### src/rtl/serial_alu_driver.sv
// rtl/serial_alu_driver.sv - bit-serial a+b+cin adder with valid/ready operand and result handshakes
// Optional macro SERIAL_ALU_SUB_EN adds a sub input that inverts b at latch time.
module serial_alu_driver #(
  parameter int WIDTH = 3
) (
  input  logic             clk,
  input  logic             rst,
  input  logic             in_valid,
  output logic             in_ready,
  input  logic [WIDTH-1:0] a,
  input  logic [WIDTH-1:0] b,
  input  logic             cin,
`ifdef SERIAL_ALU_SUB_EN
  input  logic             sub,
`endif
  output logic             out_valid,
  input  logic             out_ready,
  output logic [WIDTH-1:0] result,
  output logic             cout,
  output logic             busy
);

  localparam int CW = $clog2(WIDTH + 1);

  typedef enum logic [1:0] {IDLE, RUN, DONE} state_t;

  state_t           state, state_nxt;
  logic [WIDTH-1:0] sa, sb, res_q, res_shift, b_eff;
  logic [CW-1:0]    cnt;
  logic             c, cout_q, ov_q;
  logic             sum_bit, carry_nxt, last_bit;

`ifdef SERIAL_ALU_SUB_EN
  assign b_eff = sub ? ~b : b;
`else
  assign b_eff = b;
`endif

  assign sum_bit   = sa[0] ^ sb[0] ^ c;
  assign carry_nxt = (sa[0] & sb[0]) | (sa[0] & c) | (sb[0] & c);
  assign last_bit  = (cnt == CW'(WIDTH - 1));

  // Sum bits enter at the MSB so that after WIDTH shifts bit 0 lands at result[0].
  generate
    if (WIDTH == 1) begin : g_w1
      assign res_shift = sum_bit;
    end else begin : g_wn
      assign res_shift = {sum_bit, res_q[WIDTH-1:1]};
    end
  endgenerate

  always_ff @(posedge clk or posedge rst) begin
    if (rst) state <= IDLE;
    else     state <= state_nxt;
  end

  always_comb begin
    state_nxt = state;
    case (state)
      IDLE:    if (in_valid)  state_nxt = RUN;
      RUN:     if (last_bit)  state_nxt = DONE;
      DONE:    if (out_ready) state_nxt = IDLE;
      default:                state_nxt = IDLE;
    endcase
  end

  always_ff @(posedge clk or posedge rst) begin
    if (rst) begin
      sa     <= '0;
      sb     <= '0;
      c      <= 1'b0;
      cnt    <= '0;
      res_q  <= '0;
      cout_q <= 1'b0;
      ov_q   <= 1'b0;
    end else begin
      case (state)
        IDLE: begin
          if (in_valid) begin
            sa    <= a;
            sb    <= b_eff;
            c     <= cin;
            cnt   <= '0;
            res_q <= '0;
          end
        end
        RUN: begin
          sa    <= sa >> 1;
          sb    <= sb >> 1;
          c     <= carry_nxt;
          cnt   <= cnt + CW'(1);
          res_q <= res_shift;
          if (last_bit) begin
            ov_q   <= 1'b1;
            cout_q <= carry_nxt;
          end
        end
        DONE: begin
          if (out_ready) ov_q <= 1'b0;
        end
        default: ;
      endcase
    end
  end

  assign in_ready  = (state == IDLE);
  assign busy      = (state != IDLE);
  assign out_valid = ov_q;
  assign result    = res_q;
  assign cout      = cout_q;

endmodule

### config.mk
export PLATFORM = sky130hd
export DESIGN_NAME = serial_alu_driver
export DESIGN_NICKNAME = d
export VERILOG_FILES = /design/src/rtl/serial_alu_driver.sv
export SDC_FILE = /design/constraint.sdc
export NUM_CORES = 1
export LEC_CHECK = 0
export ABC_AREA = 1
export CAP_MARGIN = 20
export CELL_PAD_IN_SITES_DETAIL_PLACEMENT = 0
export CELL_PAD_IN_SITES_GLOBAL_PLACEMENT = 1
export CORE_UTILIZATION = 35
export CTS_CLUSTER_DIAMETER = 100
export DETAILED_ROUTE_END_ITERATION = 12
export MAX_ROUTING_LAYER = met4
export PLACE_DENSITY_LB_ADDON = 0.1
export SYNTH_ARGS = -nofsm -noshare
export SYNTH_HDL_FRONTEND = slang
export SYNTH_SLANG_ARGS = --single-unit
### constraint.sdc
create_clock -name clk -period 1.5 [get_ports clk]
set_clock_uncertainty 0.05 [all_clocks]
set_input_delay 0.225 -clock clk [delete_from_list [all_inputs] [get_ports clk]]
set_output_delay 0.225 -clock clk [all_outputs]
set_load 0.03 [all_outputs]
Word level (Yosys, flattened, before mapping)
Cells that the tools add are included.
{"block": "totals", "regBits": 16, "elab_cells": 47, "output_inout_bits": 7, "inputBits": 11}
{"block": "op_classes", "bitwise": 7, "mux": 17, "eq_ne": 6, "n_reduce_logical": 8, "addsub": 1}
{"op": "$pmux W3 S2", "count": 3}
{"op": "$mux W3", "count": 3}
{"op": "$mux W2", "count": 4}
{"op": "$ne A2 B2 Y1 const B", "count": 3}
{"op": "$pmux W2 S3", "count": 1}
{"op": "$reduce_and A3 Y1", "count": 2}
{"op": "$reduce_bool A2 Y1", "count": 3}
{"op": "$eq A2 B2 Y1 const B", "count": 2}
{"op": "$pmux W1 S2", "count": 2}
{"op": "$pmux W2 S2", "count": 1}
{"op": "$reduce_and A2 Y1", "count": 2}
{"op": "$and A1 B1 Y1", "count": 3}
{"op": "$mux W1", "count": 3}
{"op": "$add A2 B1 Y2 const B", "count": 1}
{"op": "$eq A2 B1 Y1 const B", "count": 1}
{"op": "$logic_not A2 Y1", "count": 1}
{"op": "$or A1 B1 Y1", "count": 2}
{"op": "$xor A1 B1 Y1", "count": 2}

Longest topological paths before layout
{"block": "logic_depth", "word_depth": 4, "depth_mapped": 6, "mapped_depth_nobuf": 5}

Worst setup path after synthesis
No wires, ideal clock.
{"block": "synth_path", "path_type": "reg2out", "startpoint": "register state[0]", "endpoint": "output port busy", "stages_incl_launch_ff": 4, "required_time_ps": 1225, "arrival_ps": 1158, "n_path_buf": 1, "setup_slack_ps": 67, "path_cell_list": "dfrtp_1 buf_6 nor2_2 inv_1"}
{"block": "synth_via", "elab_chain_cells": 1}
{"element": "from (decl)", "line": "27", "rtl": "state_t state, state_nxt;"}
{"element": "from (signal assigned)", "line": "54", "rtl": "else state <= state_nxt;"}
{"element": "$reduce_bool A2 Y1", "line": "107", "rtl": "assign busy = (state != IDLE);"}
{"element": "to (decl)", "line": "20", "rtl": "output logic busy"}
Every way passes these cells.

Final worst setup path
{"block": "layout_path", "startpoint": "register state[1]", "endpoint": "output port busy"}
Same word-level chain as after synthesis.

==> flow_results.xml <==
<?xml version="1.0" encoding="UTF-8"?>
<metrics>
  <group name="status">
    <metric name="outcome" unit="">complete, no violations</metric>
  </group>
  <group name="setup_path">
    <metric name="data_arrival_time_of_the_critical_path" unit="ns">1.12</metric>
    <metric name="type_of_origin_of_the_critical_path" unit="">flop</metric>
    <metric name="worstReg2RegEnd" unit="">sb[0]$_DFFE_PP0P_</metric>
    <metric name="critical_path_required" unit="ns">1.22</metric>
    <metric name="path_class" unit="">flop to primary output</metric>
    <metric name="endpoint" unit="">busy</metric>
    <metric name="cp_top_family" unit="">flip-flops</metric>
    <metric name="critical_path.n_buffers_inverters" unit="">2</metric>
    <metric name="cp_max_fo" unit="">5</metric>
    <metric name="worst_setup_path_startpoint" unit="">state[1]$_DFFE_PP0P_</metric>
    <metric name="crit_path_cell_trace" unit="">nor2_4, inv_1, buf_4</metric>
    <metric name="crit_path_top_delay_cell" unit="">dfrtp_1</metric>
    <metric name="timing.rr.start" unit="">state[0]$_DFFE_PP0P_</metric>
    <metric name="rr_worst_depth" unit="">4</metric>
    <metric name="path_depth" unit="">3</metric>
    <metric name="slowest_delay" unit="ns">0.48</metric>
    <metric name="critical_path.endpoint_type" unit="">primary output</metric>
    <metric name="reg2reg_setup_slack" unit="ns">0.23</metric>
  </group>
  <group name="hold_path">
    <metric name="worstHoldPathType" unit="">input pin to asynchronous set/reset pin</metric>
  </group>
  <group name="timing">
    <metric name="setup_tns" unit="ns">0</metric>
    <metric name="grt_setup_unrepaired" unit="">false</metric>
    <metric name="report.final.setup_viol" unit="">0</metric>
    <metric name="slew_headroom" unit="%">74.07</metric>
    <metric name="finalHoldViolations" unit="">0</metric>
    <metric name="timing.fmax" unit="GHz">0.7168</metric>
    <metric name="share_of_the_cycle_needed_by_the_critical_path_after_routing" unit="%">93.00</metric>
    <metric name="timing.final.crit_period" unit="ns">1.395</metric>
    <metric name="tightestPinTransition" unit="ns">0.3889</metric>
    <metric name="finalMaxSlewViolations" unit="">0</metric>
  </group>
  <group name="floorplanning">
    <metric name="die_w" unit="um">48.85</metric>
    <metric name="chipHeight" unit="um">48.85</metric>
    <metric name="rows" unit="">16</metric>
    <metric name="initial_core_utilization" unit="%">38.00</metric>
    <metric name="number_of_ports_placed_on_the_die_boundary" unit="">18</metric>
    <metric name="fp.dieArea" unit="um^2">2386</metric>
    <metric name="core_area" unit="um^2">2022</metric>
  </group>
  <group name="final_layout">
    <metric name="antennaDiodeCount" unit="">0</metric>
    <metric name="final_net_count" unit="">128</metric>
    <metric name="filler_cell_count" unit="">211</metric>
    <metric name="fraction_of_layout_instances_using_a_drive_strength_above_1" unit="%">16.67</metric>
    <metric name="flow.area_growth_from_synthesis" unit="%">32.08</metric>
    <metric name="final_core_util" unit="%">50.19</metric>
  </group>
  <group name="pwr">
    <metric name="p_seq_share" unit="%">34.6</metric>
    <metric name="finalPower" unit="W">0.002158</metric>
    <metric name="power.share.combinational" unit="%">52.2</metric>
    <metric name="internal_power" unit="W">0.001186</metric>
    <metric name="max-vdd-ir-drop" unit="mV">0.7106</metric>
    <metric name="total_power_per_unit_cell_area" unit="nW/um^2">2127</metric>
    <metric name="p_leak" unit="nW">0.5344</metric>
    <metric name="power.net_switching" unit="W">0.0009718</metric>
    <metric name="clock_power_share" unit="%">13.2</metric>
    <metric name="p_sw_share" unit="%">45.03</metric>
  </group>
  <group name="cts">
    <metric name="worst_skew_pair.late_latency" unit="ns">0.28</metric>
    <metric name="root_buffer" unit="">clkbuf_4</metric>
    <metric name="cts_made_buffers" unit="">3</metric>
    <metric name="cts_tree" unit="">yes</metric>
    <metric name="htree_num_levels" unit="">1</metric>
    <metric name="cts.hold.buffers_added" unit="">0</metric>
    <metric name="tritoncts_num_sinks" unit="">16</metric>
    <metric name="clkSlewWorstSetupHoldPaths" unit="ns">0.10</metric>
    <metric name="cts.path.max_buffers" unit="">2</metric>
  </group>
  <group name="placement">
    <metric name="detailedPlacementHpwl" unit="mm">1.148</metric>
    <metric name="finalWeightedCongestion" unit="">0.7596</metric>
    <metric name="buffer_ports.inserted" unit="">17</metric>
  </group>
  <group name="route">
    <metric name="via_count" unit="">622</metric>
    <metric name="antenna_left" unit="">0</metric>
    <metric name="totalWireLength" unit="mm">1.465</metric>
    <metric name="post_drt_via_cell_ratio" unit="">4.411</metric>
    <metric name="wl_per_cell" unit="um">10.39</metric>
    <metric name="firstDrtPassIters" unit="">4</metric>
    <metric name="post-route-drc-count" unit="">0</metric>
    <metric name="dr.first_iter.drc_count" unit="">10</metric>
  </group>
  <group name="synth">
    <metric name="synthesis.area" unit="um^2">768.2</metric>
    <metric name="yosysSeqAreaShare" unit="%">52.12</metric>
    <metric name="synth_cell_type_count" unit="">17</metric>
    <metric name="yosysWarnings" unit="">0</metric>
    <metric name="post_synth_inst_count" unit="">91</metric>
    <metric name="synth.avg_cell_area" unit="um^2">8.442</metric>
    <metric name="ys_seq_elements" unit="">16</metric>
    <metric name="postSynthNetCount" unit="">104</metric>
  </group>
  <group name="grt">
    <metric name="grt.total_usage" unit="%">15.12</metric>
    <metric name="grt_max_degree" unit="">11</metric>
    <metric name="grt-ovfl-total" unit="">0</metric>
    <metric name="vias_in_the_first_global_route" unit="">604</metric>
    <metric name="antenna_found_initial" unit="">0</metric>
    <metric name="first_pass_grt_wire_length" unit="mm">2.649</metric>
  </group>
  <group name="flow_run">
    <metric name="max_cap_violations" unit="">0</metric>
  </group>
</metrics>
repair_timing:
item,CTS,global route
buffers inserted,1,0
hold endpoints to repair,0,0
pin swaps,0,0
setup endpoints to repair,7,1
resized for setup,6,1
power groups by stage:
stage               Sequential (W)  Clock, W  Combinational (W)
floorplan                 0.000845         0           0.000723
global placement          0.000796         0            0.00109
detailed placement        0.000792         0            0.00111
CTS                       0.000742  0.000297            0.00115
global route              0.000776  0.000313            0.00129
finish                    0.000747  0.000285            0.00113
area by class of cell:
cell class | instances | area, um^2 | share of cell area (%)
clock buffer | 4 | 36.28 | 3.576
inverter | 16 | 60.06 | 5.919
multi-input combinational | 58 | 301.5 | 29.72
sequential | 16 | 401.6 | 39.58
tap | 27 | 33.78 | 3.329
timing repair buffer | 20 | 181.4 | 17.88
worst min path at each step:
| stage | start | endpoint | slack (ns) | cells past startpoint |
|---|---|---|---|---|
| after floorplan | rst | c$_DFFE_PP0P_ | 0.09 | 1 |
| after global placement | out_valid$_DFFE_PP0P_ | out_valid$_DFFE_PP0P_ | 0.41 | 2 |
| after detailed placement | out_valid$_DFFE_PP0P_ | out_valid$_DFFE_PP0P_ | 0.41 | 2 |
| after CTS | rst | result[0]$_DFFE_PP0P_ | 0.11 | 2 |
| after global routing | rst | result[0]$_DFFE_PP0P_ | 0.13 | 2 |
| final | rst | result[0]$_DFFE_PP0P_ | 0.11 | 2 |
per-stage QoR:
stage               setup slack, ns  hold WS [ns]  cell area, um^2  cells
floorplan                   0.06689       0.08874            768.2     91
global placement             0.1508        0.4052            970.9    136
detailed placement           0.1154        0.4075            970.9    136
CTS                         0.05328        0.1078             1010    141
global route                0.03875        0.1263             1015    141
finish                       0.1050        0.1136             1015    141
logic make-up after synthesis:
family / share of synthesized area, %
AO/OA/AOI/OAI: 6.678
adder cells (fa/ha/maj): 4.234
buffers and inverters: 9.284
flip-flops: 52.12
AND/OR/NAND/NOR: 27.69
worst reg2reg max path, delay by kind of cell (launching register included):
kind	cells	cell delay [ns]
DFF	1	0.44
and+or+nand+nor	2	0.18
AOI/OAI and AO/OA	1	0.36
buffers and inverters	1	0.18
layout by cell type (no fill, tap or decap), drive strengths merged:
master,synthesis,final
buf,1,5
clkbuf,0,4
clkdlybuf4s50,0,10
ha,1,1
fa,1,1
nor2,2,2
o21ai,8,8
dlygate4sd2,0,5
inv,16,16
nand3,9,9
dfrtp,16,16
nand2,35,35
o31ai,1,1
or2,1,1
registers in the layout, summed over array words and instances (netlist names):
name / flops
result: 3
cnt: 2
sb: 3
c: 1
sa: 3
state: 2
cout: 1
out_valid: 1
Yosys cell counts:
cell      n  share of area [%]
inv_2     2               0.98
nand2_1  32                 16
or2_2     1               0.81
nand2_2   2                1.6
o31ai_1   1               0.98
dfrtp_1  16                 52
ha_1      1                1.6
nand3_1   9                5.9
nor2_4    1                1.5
buf_6     1                1.5
o21ai_2   1                1.1
inv_1    14                6.8
o21ai_0   3                2.0
fa_1      1                2.6
nand2_4   1                1.5
o21ai_1   4                2.6
nor2_2    1               0.81
routing by layer:
layer | up-vias | wire (um) | share of wire [%] | GRT usage (%)
li1 | 326 | - | - | -
met4 | 0 | 12 | 0.82 | 7.353
met2 | 13 | 685 | 47 | 21.99
met5 | - | 0 | 0 | -
met3 | 2 | 63 | 4.3 | 2.804
met1 | 281 | 703 | 48 | 20.28
Power figures use the tool's default switching activity.
